--- src/rtl/ew_fsm_multi_monitor_pkg.sv ---
// ew_mon_pkg: shared types and helpers for the EW channel FSM monitor.
// Channel state encoding: IDLE=0 .. RECOVERY=6, code 7 is undefined.
// Optional feature macro used by the monitor: EW_DWELL_WDOG_EN.
package ew_mon_pkg;

   typedef enum logic [2:0] {
      ST_IDLE             = 3'd0,
      ST_MONITOR          = 3'd1,
      ST_JAMMED           = 3'd2,
      ST_SPOOF_DETECTED   = 3'd3,
      ST_ENTROPY_ANALYZED = 3'd4,
      ST_COUNTER_MEASURE  = 3'd5,
      ST_RECOVERY         = 3'd6,
      ST_UNDEFINED        = 3'd7
   } fsm_state_t;

   typedef enum logic [1:0] {
      ERR_NONE       = 2'd0,
      ERR_INVALID    = 2'd1,
      ERR_TRANSITION = 2'd2,
      ERR_DWELL      = 2'd3
   } err_code_t;

   typedef enum logic {
      CH_UNARMED = 1'b0,
      CH_ARMED   = 1'b1
   } ch_state_t;

   // Transition table of the monitored EW controller FSM.
   function automatic logic is_legal_transition(input logic [2:0] from, input logic [2:0] to);
      logic ok;
      case (fsm_state_t'(from))
         ST_IDLE:             ok = (to == ST_MONITOR);
         ST_MONITOR:          ok = (to == ST_MONITOR) || (to == ST_IDLE) || (to == ST_JAMMED) ||
                                   (to == ST_SPOOF_DETECTED) || (to == ST_ENTROPY_ANALYZED);
         ST_JAMMED:           ok = (to == ST_JAMMED) || (to == ST_COUNTER_MEASURE);
         ST_SPOOF_DETECTED:   ok = (to == ST_SPOOF_DETECTED) || (to == ST_COUNTER_MEASURE);
         ST_ENTROPY_ANALYZED: ok = (to == ST_ENTROPY_ANALYZED) || (to == ST_MONITOR) ||
                                   (to == ST_COUNTER_MEASURE);
         ST_COUNTER_MEASURE:  ok = (to == ST_COUNTER_MEASURE) || (to == ST_RECOVERY);
         ST_RECOVERY:         ok = (to == ST_RECOVERY) || (to == ST_MONITOR) || (to == ST_IDLE);
         default:             ok = 1'b0;
      endcase
      return ok;
   endfunction

   // States whose residence time is watched by the dwell watchdog.
   function automatic logic is_dwell_state(input logic [2:0] s);
      logic ok;
      case (fsm_state_t'(s))
         ST_IDLE, ST_MONITOR, ST_UNDEFINED: ok = 1'b0;
         default:                           ok = 1'b1;
      endcase
      return ok;
   endfunction

endpackage

--- src/rtl/ew_fsm_multi_monitor_if.sv ---
// Sample/status bundle between the EW controller side and the FSM monitor.
interface ew_fsm_multi_monitor_if #(
   parameter int FSM_BITS = 3,
   parameter int NUM_CH   = 4,
   parameter int CNT_W    = 16
);
   localparam int CH_W = (NUM_CH > 1) ? $clog2(NUM_CH) : 1;

   logic [NUM_CH*FSM_BITS-1:0] fsm_state;
   logic [NUM_CH-1:0]          state_vld;
   logic                       clear;
   logic [NUM_CH-1:0]          err_invalid;
   logic [NUM_CH-1:0]          err_transition;
   logic [NUM_CH-1:0]          err_dwell;
   logic [CNT_W-1:0]           viol_count;
   logic                       first_err_vld;
   logic [CH_W-1:0]            first_err_ch;
   logic [1:0]                 first_err_code;
   logic [FSM_BITS-1:0]        first_err_from;
   logic [FSM_BITS-1:0]        first_err_to;
   logic                       irq;

   modport master (
      output fsm_state, state_vld, clear,
      input  err_invalid, err_transition, err_dwell, viol_count,
             first_err_vld, first_err_ch, first_err_code,
             first_err_from, first_err_to, irq
   );

   modport slave (
      input  fsm_state, state_vld, clear,
      output err_invalid, err_transition, err_dwell, viol_count,
             first_err_vld, first_err_ch, first_err_code,
             first_err_from, first_err_to, irq
   );
endinterface

--- src/rtl/ew_fsm_multi_monitor_chan_checker.sv ---
// ew_fsm_chan_checker: one monitored channel. Owns the arm FSM, the previous
// state, the optional dwell counter (EW_DWELL_WDOG_EN) and registered
// one-cycle error pulses with the from/to states that produced them.
module ew_fsm_chan_checker
   import ew_mon_pkg::*;
#(
   parameter int FSM_BITS  = 3,
   parameter int DWELL_MAX = 1024
) (
   input  logic                clk,
   input  logic                rst,
   input  logic                vld,
   input  logic [FSM_BITS-1:0] cur,
   output logic                err_inv,
   output logic                err_trn,
   output logic                err_dwl,
   output logic [FSM_BITS-1:0] err_from,
   output logic [FSM_BITS-1:0] err_to
);

   ch_state_t           arm_r, arm_nxt_s;
   logic [FSM_BITS-1:0] prev_r, prev_nxt_s;
   logic                cur_ok_s;
   logic                inv_s, trn_s, dwl_s;

   assign cur_ok_s = (cur < FSM_BITS'(7));

   // Arm state register; a reset disarms the channel.
   always_ff @(posedge clk) begin
      if (rst) begin
         arm_r <= CH_UNARMED;
      end else begin
         arm_r <= arm_nxt_s;
      end
   end

   // Arm next state: any legal sample arms, an undefined code disarms.
   always_comb begin
      arm_nxt_s = arm_r;
      case (arm_r)
         CH_UNARMED, CH_ARMED: begin
            if (vld) begin
               if (cur_ok_s) arm_nxt_s = CH_ARMED;
               else          arm_nxt_s = CH_UNARMED;
            end else begin
               arm_nxt_s = arm_r;
            end
         end
         default: arm_nxt_s = CH_UNARMED;
      endcase
   end

   // Per-sample checks: undefined code, then table check once armed.
   always_comb begin
      inv_s      = 1'b0;
      trn_s      = 1'b0;
      prev_nxt_s = prev_r;
      if (vld) begin
         if (!cur_ok_s) begin
            inv_s = 1'b1;
         end else begin
            prev_nxt_s = cur;
            if (arm_r == CH_ARMED) trn_s = !is_legal_transition(prev_r[2:0], cur[2:0]);
            else                   trn_s = 1'b0;
         end
      end else begin
         prev_nxt_s = prev_r;
      end
   end

`ifdef EW_DWELL_WDOG_EN
   // One extra count value marks "already reported" so the error fires once.
   localparam int DW_W = $clog2(DWELL_MAX + 2);
   logic [DW_W-1:0] dwell_r, dwell_nxt_s;

   // Dwell counter next value and the single dwell-exceeded pulse.
   always_comb begin
      dwell_nxt_s = dwell_r;
      dwl_s       = 1'b0;
      if (vld) begin
         if (!cur_ok_s) begin
            dwell_nxt_s = '0;
         end else if ((arm_r == CH_ARMED) && (cur == prev_r)) begin
            if (!is_dwell_state(cur[2:0])) begin
               dwell_nxt_s = '0;
            end else if (dwell_r == DW_W'(DWELL_MAX)) begin
               dwl_s       = 1'b1;
               dwell_nxt_s = DW_W'(DWELL_MAX + 1);
            end else if (dwell_r == DW_W'(DWELL_MAX + 1)) begin
               dwell_nxt_s = dwell_r;
            end else begin
               dwell_nxt_s = dwell_r + DW_W'(1);
            end
         end else begin
            dwell_nxt_s = is_dwell_state(cur[2:0]) ? DW_W'(1) : DW_W'(0);
         end
      end else begin
         dwell_nxt_s = dwell_r;
      end
   end

   // Dwell counter register.
   always_ff @(posedge clk) begin
      if (rst) dwell_r <= '0;
      else     dwell_r <= dwell_nxt_s;
   end
`else
   assign dwl_s = 1'b0;
`endif

   // Previous state and registered error pulses toward the aggregator.
   always_ff @(posedge clk) begin
      if (rst) begin
         prev_r   <= '0;
         err_inv  <= 1'b0;
         err_trn  <= 1'b0;
         err_dwl  <= 1'b0;
         err_from <= '0;
         err_to   <= '0;
      end else begin
         prev_r   <= prev_nxt_s;
         err_inv  <= inv_s;
         err_trn  <= trn_s;
         err_dwl  <= dwl_s;
         err_from <= prev_r;
         err_to   <= cur;
      end
   end

endmodule

--- src/rtl/ew_fsm_multi_monitor.sv ---
// ew_fsm_multi_monitor: in-silicon legality monitor for NUM_CH EW channel FSMs.
// Aggregates per-channel error pulses into sticky flags, a saturating
// violation count and a first-error capture. Dwell watchdog is built only
// when EW_DWELL_WDOG_EN is defined.
module ew_fsm_multi_monitor
   import ew_mon_pkg::*;
#(
   parameter int FSM_BITS  = 3,
   parameter int NUM_CH    = 4,
   parameter int CNT_W     = 16,
   parameter int DWELL_MAX = 1024
) (
   input logic                  clk,
   input logic                  rst,
   ew_fsm_multi_monitor_if.slave mon
);

   localparam int CH_W  = (NUM_CH > 1) ? $clog2(NUM_CH) : 1;
   localparam int EV_W  = $clog2(3 * NUM_CH + 1);
   localparam int SUM_W = ((CNT_W > EV_W) ? CNT_W : EV_W) + 1;

   logic [NUM_CH-1:0]   inv_s, trn_s, dwl_s;
   logic [FSM_BITS-1:0] from_s [NUM_CH];
   logic [FSM_BITS-1:0] to_s   [NUM_CH];

   for (genvar g = 0; g < NUM_CH; g++) begin : g_ch
      ew_fsm_chan_checker #(
         .FSM_BITS  (FSM_BITS),
         .DWELL_MAX (DWELL_MAX)
      ) u_chk (
         .clk      (clk),
         .rst      (rst),
         .vld      (mon.state_vld[g]),
         .cur      (mon.fsm_state[g*FSM_BITS +: FSM_BITS]),
         .err_inv  (inv_s[g]),
         .err_trn  (trn_s[g]),
         .err_dwl  (dwl_s[g]),
         .err_from (from_s[g]),
         .err_to   (to_s[g])
      );
   end

   logic [NUM_CH-1:0]   inv_r, trn_r;
   logic [CNT_W-1:0]    cnt_r, cnt_base_s, cnt_nxt_s;
   logic [SUM_W-1:0]    cnt_sum_s;
   logic [EV_W-1:0]     ev_cnt_s;
   logic                hit_s;
   logic [CH_W-1:0]     hit_ch_s;
   err_code_t           hit_code_s;
   logic [FSM_BITS-1:0] hit_from_s, hit_to_s;
   logic                cap_vld_r, cap_vld_nxt_s, irq_r;
   logic [CH_W-1:0]     cap_ch_r, cap_ch_nxt_s;
   logic [1:0]          cap_code_r, cap_code_nxt_s;
   logic [FSM_BITS-1:0] cap_from_r, cap_from_nxt_s, cap_to_r, cap_to_nxt_s;

   // Number of error events of all kinds across all channels this cycle.
   always_comb begin
      ev_cnt_s = '0;
      for (int i = 0; i < NUM_CH; i++) begin
         ev_cnt_s = ev_cnt_s + EV_W'(inv_s[i]) + EV_W'(trn_s[i]) + EV_W'(dwl_s[i]);
      end
   end

   // Saturating violation count; clear zeroes first, then this cycle's events add.
   always_comb begin
      if (mon.clear) cnt_base_s = '0;
      else           cnt_base_s = cnt_r;
      cnt_sum_s = SUM_W'(cnt_base_s) + SUM_W'(ev_cnt_s);
      if (cnt_sum_s > SUM_W'({CNT_W{1'b1}})) cnt_nxt_s = '1;
      else                                   cnt_nxt_s = cnt_sum_s[CNT_W-1:0];
   end

   // Lowest erroring channel wins; within a channel invalid > transition > dwell.
   always_comb begin
      hit_s      = 1'b0;
      hit_ch_s   = '0;
      hit_code_s = ERR_NONE;
      hit_from_s = '0;
      hit_to_s   = '0;
      for (int i = NUM_CH - 1; i >= 0; i--) begin
         if (inv_s[i] || trn_s[i] || dwl_s[i]) begin
            hit_s      = 1'b1;
            hit_ch_s   = CH_W'(i);
            hit_from_s = from_s[i];
            hit_to_s   = to_s[i];
            if (inv_s[i])      hit_code_s = ERR_INVALID;
            else if (trn_s[i]) hit_code_s = ERR_TRANSITION;
            else               hit_code_s = ERR_DWELL;
         end else begin
            hit_s = hit_s;
         end
      end
   end

   // First-error capture: loads only into an empty record (after clear).
   always_comb begin
      cap_vld_nxt_s  = cap_vld_r;
      cap_ch_nxt_s   = cap_ch_r;
      cap_code_nxt_s = cap_code_r;
      cap_from_nxt_s = cap_from_r;
      cap_to_nxt_s   = cap_to_r;
      if (hit_s && (mon.clear || !cap_vld_r)) begin
         cap_vld_nxt_s  = 1'b1;
         cap_ch_nxt_s   = hit_ch_s;
         cap_code_nxt_s = hit_code_s;
         cap_from_nxt_s = hit_from_s;
         cap_to_nxt_s   = hit_to_s;
      end else if (mon.clear) begin
         cap_vld_nxt_s  = 1'b0;
         cap_ch_nxt_s   = '0;
         cap_code_nxt_s = 2'd0;
         cap_from_nxt_s = '0;
         cap_to_nxt_s   = '0;
      end else begin
         cap_vld_nxt_s = cap_vld_r;
      end
   end

   // Status registers: sticky flags, count, capture and irq.
   always_ff @(posedge clk) begin
      if (rst) begin
         inv_r      <= '0;
         trn_r      <= '0;
         cnt_r      <= '0;
         cap_vld_r  <= 1'b0;
         cap_ch_r   <= '0;
         cap_code_r <= 2'd0;
         cap_from_r <= '0;
         cap_to_r   <= '0;
         irq_r      <= 1'b0;
      end else begin
         inv_r      <= (mon.clear ? '0 : inv_r) | inv_s;
         trn_r      <= (mon.clear ? '0 : trn_r) | trn_s;
         cnt_r      <= cnt_nxt_s;
         cap_vld_r  <= cap_vld_nxt_s;
         cap_ch_r   <= cap_ch_nxt_s;
         cap_code_r <= cap_code_nxt_s;
         cap_from_r <= cap_from_nxt_s;
         cap_to_r   <= cap_to_nxt_s;
         irq_r      <= cap_vld_nxt_s;
      end
   end

`ifdef EW_DWELL_WDOG_EN
   logic [NUM_CH-1:0] dwl_r;

   // Sticky dwell flags.
   always_ff @(posedge clk) begin
      if (rst) dwl_r <= '0;
      else     dwl_r <= (mon.clear ? '0 : dwl_r) | dwl_s;
   end

   assign mon.err_dwell = dwl_r;
`else
   assign mon.err_dwell = '0;
`endif

   assign mon.err_invalid    = inv_r;
   assign mon.err_transition = trn_r;
   assign mon.viol_count     = cnt_r;
   assign mon.first_err_vld  = cap_vld_r;
   assign mon.first_err_ch   = cap_ch_r;
   assign mon.first_err_code = cap_code_r;
   assign mon.first_err_from = cap_from_r;
   assign mon.first_err_to   = cap_to_r;
   assign mon.irq            = irq_r;

endmodule

--- src/flat_wrapper.sv ---
// flat-port wrapper written by rule: the top's interface ports become plain ports
module ew_fsm_multi_monitor_flat import ew_mon_pkg::*;
#(
   parameter int FSM_BITS  = 3,
   parameter int NUM_CH    = 4,
   parameter int CNT_W     = 16,
   parameter int DWELL_MAX = 1024
)
  (clk, rst, mon_fsm_state, mon_state_vld, mon_clear, mon_err_invalid, mon_err_transition, mon_err_dwell, mon_viol_count, mon_first_err_vld, mon_first_err_ch, mon_first_err_code, mon_first_err_from, mon_first_err_to, mon_irq);
  ew_fsm_multi_monitor_if #(.FSM_BITS(FSM_BITS), .NUM_CH(NUM_CH), .CNT_W(CNT_W)) mon_i ();
  input logic clk;
  input logic rst;
  input wire logic [$bits(mon_i.fsm_state)-1:0] mon_fsm_state;
  input wire logic [$bits(mon_i.state_vld)-1:0] mon_state_vld;
  input wire logic [$bits(mon_i.clear)-1:0] mon_clear;
  output wire logic [$bits(mon_i.err_invalid)-1:0] mon_err_invalid;
  output wire logic [$bits(mon_i.err_transition)-1:0] mon_err_transition;
  output wire logic [$bits(mon_i.err_dwell)-1:0] mon_err_dwell;
  output wire logic [$bits(mon_i.viol_count)-1:0] mon_viol_count;
  output wire logic [$bits(mon_i.first_err_vld)-1:0] mon_first_err_vld;
  output wire logic [$bits(mon_i.first_err_ch)-1:0] mon_first_err_ch;
  output wire logic [$bits(mon_i.first_err_code)-1:0] mon_first_err_code;
  output wire logic [$bits(mon_i.first_err_from)-1:0] mon_first_err_from;
  output wire logic [$bits(mon_i.first_err_to)-1:0] mon_first_err_to;
  output wire logic [$bits(mon_i.irq)-1:0] mon_irq;
  assign mon_i.fsm_state = mon_fsm_state;
  assign mon_i.state_vld = mon_state_vld;
  assign mon_i.clear = mon_clear;
  assign mon_err_invalid = mon_i.err_invalid;
  assign mon_err_transition = mon_i.err_transition;
  assign mon_err_dwell = mon_i.err_dwell;
  assign mon_viol_count = mon_i.viol_count;
  assign mon_first_err_vld = mon_i.first_err_vld;
  assign mon_first_err_ch = mon_i.first_err_ch;
  assign mon_first_err_code = mon_i.first_err_code;
  assign mon_first_err_from = mon_i.first_err_from;
  assign mon_first_err_to = mon_i.first_err_to;
  assign mon_irq = mon_i.irq;
  ew_fsm_multi_monitor #(.FSM_BITS(FSM_BITS), .NUM_CH(NUM_CH), .CNT_W(CNT_W), .DWELL_MAX(DWELL_MAX)) u_core (.clk(clk), .rst(rst), .mon(mon_i));
endmodule
--- config.mk ---
export PLATFORM = sky130hd
export DESIGN_NAME = ew_fsm_multi_monitor_flat
export DESIGN_NICKNAME = d
export VERILOG_FILES = /design/src/rtl/ew_fsm_multi_monitor_pkg.sv /design/src/rtl/ew_fsm_multi_monitor_if.sv /design/src/rtl/ew_fsm_multi_monitor_chan_checker.sv /design/src/rtl/ew_fsm_multi_monitor.sv /design/src/flat_wrapper.sv
export SDC_FILE = /design/constraint.sdc
export NUM_CORES = 1
export LEC_CHECK = 0
export ABC_AREA = 1
export CAP_MARGIN = 20
export CORE_ASPECT_RATIO = 0.9
export CORE_MARGIN = 8
export CORE_UTILIZATION = 45
export CTS_CLUSTER_SIZE = 24
export DETAILED_ROUTE_END_ITERATION = 10
export PLACE_DENSITY = 0.69
export SETUP_SLACK_MARGIN = 0.4
export SLEW_MARGIN = 15
export SYNTH_ARGS = -nofsm -noshare
export SYNTH_HDL_FRONTEND = slang
export SYNTH_SLANG_ARGS = --single-unit
--- constraint.sdc ---
create_clock -name clk -period 8.1 [get_ports clk]
set_clock_uncertainty 0.05 [all_clocks]
set_input_delay 1.62 -clock clk [delete_from_list [all_inputs] [get_ports clk]]
set_output_delay 1.62 -clock clk [all_outputs]
set_load 0.02 [all_outputs]
==> results.json <==
{
  "outcome": "finished, final reports clean",
  "worstPathArrival_ps": 4350,
  "switchingPower_uw": 233,
  "die_h_um": 106,
  "ys_ff_latch": 83,
  "synth-simple-area-share_pct": 30.3,
  "cts_resized": 0,
  "io_buffer_count": 54,
  "nets": 658,
  "grt.total_usage_pct": 15.3,
  "power.share.clock_pct": 33.4,
  "num_vias": 3621,
  "root_buffer": "clkbuf_8",
  "yosys.area_share.adder_pct": 4.91,
  "insertion_delay_ps": 360,
  "ios": 59,
  "hpwl_mm": 6.97,
  "drt-total-wl_mm": 9.19,
  "fill_cells": 871,
  "hold_buffers": 0,
  "synth_area_um2": 4080,
  "ys_warn_count": 0,
  "start_util_pct": 45.5,
  "period_minus_slack_ps": 4140,
  "cp_max_fo": 16,
  "setup.worst_path.end_class": "register",
  "slew_headroom_pct": 44.7,
  "grtUsageMet2_pct": 24.3,
  "post_drt_via_cell_ratio": 4.81,
  "drv_slew": 0,
  "grt_use_met1_pct": 19.4,
  "rows": 33,
  "syn_avg_cell_area_um2": 7.08,
  "place.gp.congestion": 0.905,
  "synthCells": 576,
  "first_global_vias": 3300,
  "design.core.area_um2": 8960,
  "cp-start-kind": "register",
  "regArea_um2": 1660,
  "crit_path_frequent_cell": "fa_1",
  "hold_viol": 0,
  "drive_above_1_share_pct": 6.18,
  "dp.cells": 737,
  "worstMarginPinSlew_ps": 827,
  "cts_made_buffers": 9,
  "synth_cell_types": 38,
  "syn_to_final_growth_pct": 18.9,
  "ir_worst_vdd_mv": 0.131,
  "dp_slack_ps": 3640,
  "hold_path.class": "reg2reg",
  "met3_usage_pct": 3.74,
  "cp.required_ps": 8310,
  "fin_tns_setup_ps": 0,
  "grt-busiest-layer": "met2",
  "worst_path_largest_cell_delay_ps": 490,
  "crit_chain": "inv_1 -> ha_1 -> inv_1 -> fa_1 -> fa_1 -> fa_1 -> inv_1 -> fa_1 -> fa_1 -> nand3_1 -> nand2_1 -> nand4_4 -> nand3_1 -> nand2_1 -> inv_1",
  "power_density_nw_per_um2": 169,
  "clk_pin_slew_worst_paths_ps": 90,
  "cts_tree": "done",
  "drtPass1Iterations": 4,
  "dieArea_um2": 12400,
  "antenna_found_initial": 0,
  "p_comb_share_pct": 13.6,
  "synth_compound_area_share_pct": 11.9,
  "crit_type": "reg2reg",
  "maxCapViolCount": 0,
  "rsz0062_at_grt": "false",
  "critPathSlowestCell": "fa_1",
  "dieWidth_um": 116,
  "grt.overflow.total": 0,
  "p_seq_share_pct": 53.0,
  "multiInputGateArea_um2": 1980,
  "fin_ws_ps": 3960,
  "detail-route-antenna-nets": 0,
  "clock_path_buffers": 2,
  "power.share.switching_pct": 28.4,
  "seq_area_frac_synth_pct": 40.7,
  "grt_max_degree": 63,
  "power.leakage_uw": 0.00226,
  "synthMuxAreaShare_pct": 0,
  "drc_errors": 0,
  "synth_xor_area_share_pct": 1.07,
  "cts_sinks": 83,
  "p_total_uw": 822,
  "synth_top_family_by_area": "simple AND/OR/NAND/NOR gates",
  "setup_viol": 0,
  "max_freq_mhz": 241,
  "diodes": 0,
  "internal_power_uw": 589,
  "final_cell_count_no_fill": 753,
  "first_iter_violations": 169,
  "utilization_pct": 54.1,
  "wl_per_cell_um": 12.2,
  "grt_pass1_wl_mm": 15.2,
  "htree_levels": 3,
  "post-route-period-util_pct": 51.2,
  "cts_setup_buffers": 0
}
[synthesized netlist by cell type (all sizes together)]
cell type  count  area [um^2]
nand2        144          551
inv           88          333
dfxtp         83         1660
nor2          77          352
a21oi         51          263
nand3         39          200
o21ai         24          131
buf           13         90.1
ha             8          100
clkbuf         6         22.5
or2            6         37.5
a31oi          5         31.3
fa             5          100
nand4          5         46.3
nor3           5         36.3
o22ai          5         31.3
xnor2          3         26.3
a211oi         2         15.0
xor2           2         17.5
and3           1         6.26
conb           1         3.75
nand3b         1         7.51
o211ai         1         7.51
o21bai         1         7.51
[worst paths after layout]
check | from | to | slack [ps] | depth (start not counted)
setup / recovery | u_core.g_ch[0].u_chk.err_inv | u_core.mon.viol_count[14] | 3960 | 15
hold / removal | u_core.g_ch[3].u_chk.arm_r | u_core.g_ch[3].u_chk.err_trn | 410 | 2
setup reg to reg | u_core.g_ch[0].u_chk.err_inv | u_core.mon.viol_count[14] | 3960 | 15
hold reg to reg | u_core.g_ch[3].u_chk.arm_r | u_core.g_ch[3].u_chk.err_trn | 410 | 2
[area by class of cell]
type                       instances  area share [%]
multi-input combinational        389            40.9
sequential                        83            34.3
timing repair buffer              55            11.2
inverter                          88            6.86
tap                              122            3.15
clock buffer                      11            2.92
clock inverter                     5           0.748
[power by group through the flow]
stage	logic [uW]	registers, uW	clock network, uW
finish	112	436	275
global route	126	438	298
CTS	112	436	280
detailed placement	111	445	0
global placement	110	445	0
floorplan	70.7	449	0
[through the flow]
step                hold slack [ps]  instance area (um^2)
finish                          411                  4850
global route                    433                  4850
CTS                             410                  4850
detailed placement              391                  4670
global placement                386                  4670
floorplan                       372                  4090
[flip-flops by register name, indices dropped and copies added (netlist names), 3 cells and up]
signal,count
u_core.g_ch.u_chk.err_from,12
u_core.g_ch.u_chk.err_trn,4
u_core.mon.err_transition,4
u_core.g_ch.u_chk.err_inv,4
u_core.mon.first_err_to,3
u_core.g_ch.u_chk.arm_r,4
u_core.mon.viol_count,16
u_core.g_ch.u_chk.err_to,12
u_core.g_ch.u_chk.prev_r,12
u_core.mon.first_err_from,3
u_core.mon.err_invalid,4
[logic make-up after synthesis]
kind of cell,Yosys count
compound gates,89
xor+xnor,5
fa+ha+maj,13
buf+inv,107
flops,83
other cells,1
simple gates,278
[metal layers]
layer | share of wire (%) | routed length, um
met2 | 46 | 4210
met5 | 0 | 0
met3 | 5.2 | 476
met4 | 1.4 | 133
met1 | 48 | 4370
[worst max-delay path: cells and delay by family (launching register included)]
kind,cells,cell delay (ps)
adders and majority gates,6,2500
DFF,1,380
buffers and inverters,4,270
and+or+nand+nor,5,840
[layout by cell type, fill, tap and decap left out, types with 5 or more instances in the layout]
cell             count
nand2_1            142
inv_1               86
dfxtp_1             83
nor2_1              71
clkdlybuf4s50_1     53
a21oi_1             49
nand3_1             38
o21ai_0             23
clkbuf_8            10
ha_1                 8
or2_2                6
a31oi_1              5
o22ai_1              5
fa_1                 5
No activity file was read; power rests on OpenSTA's default activity.
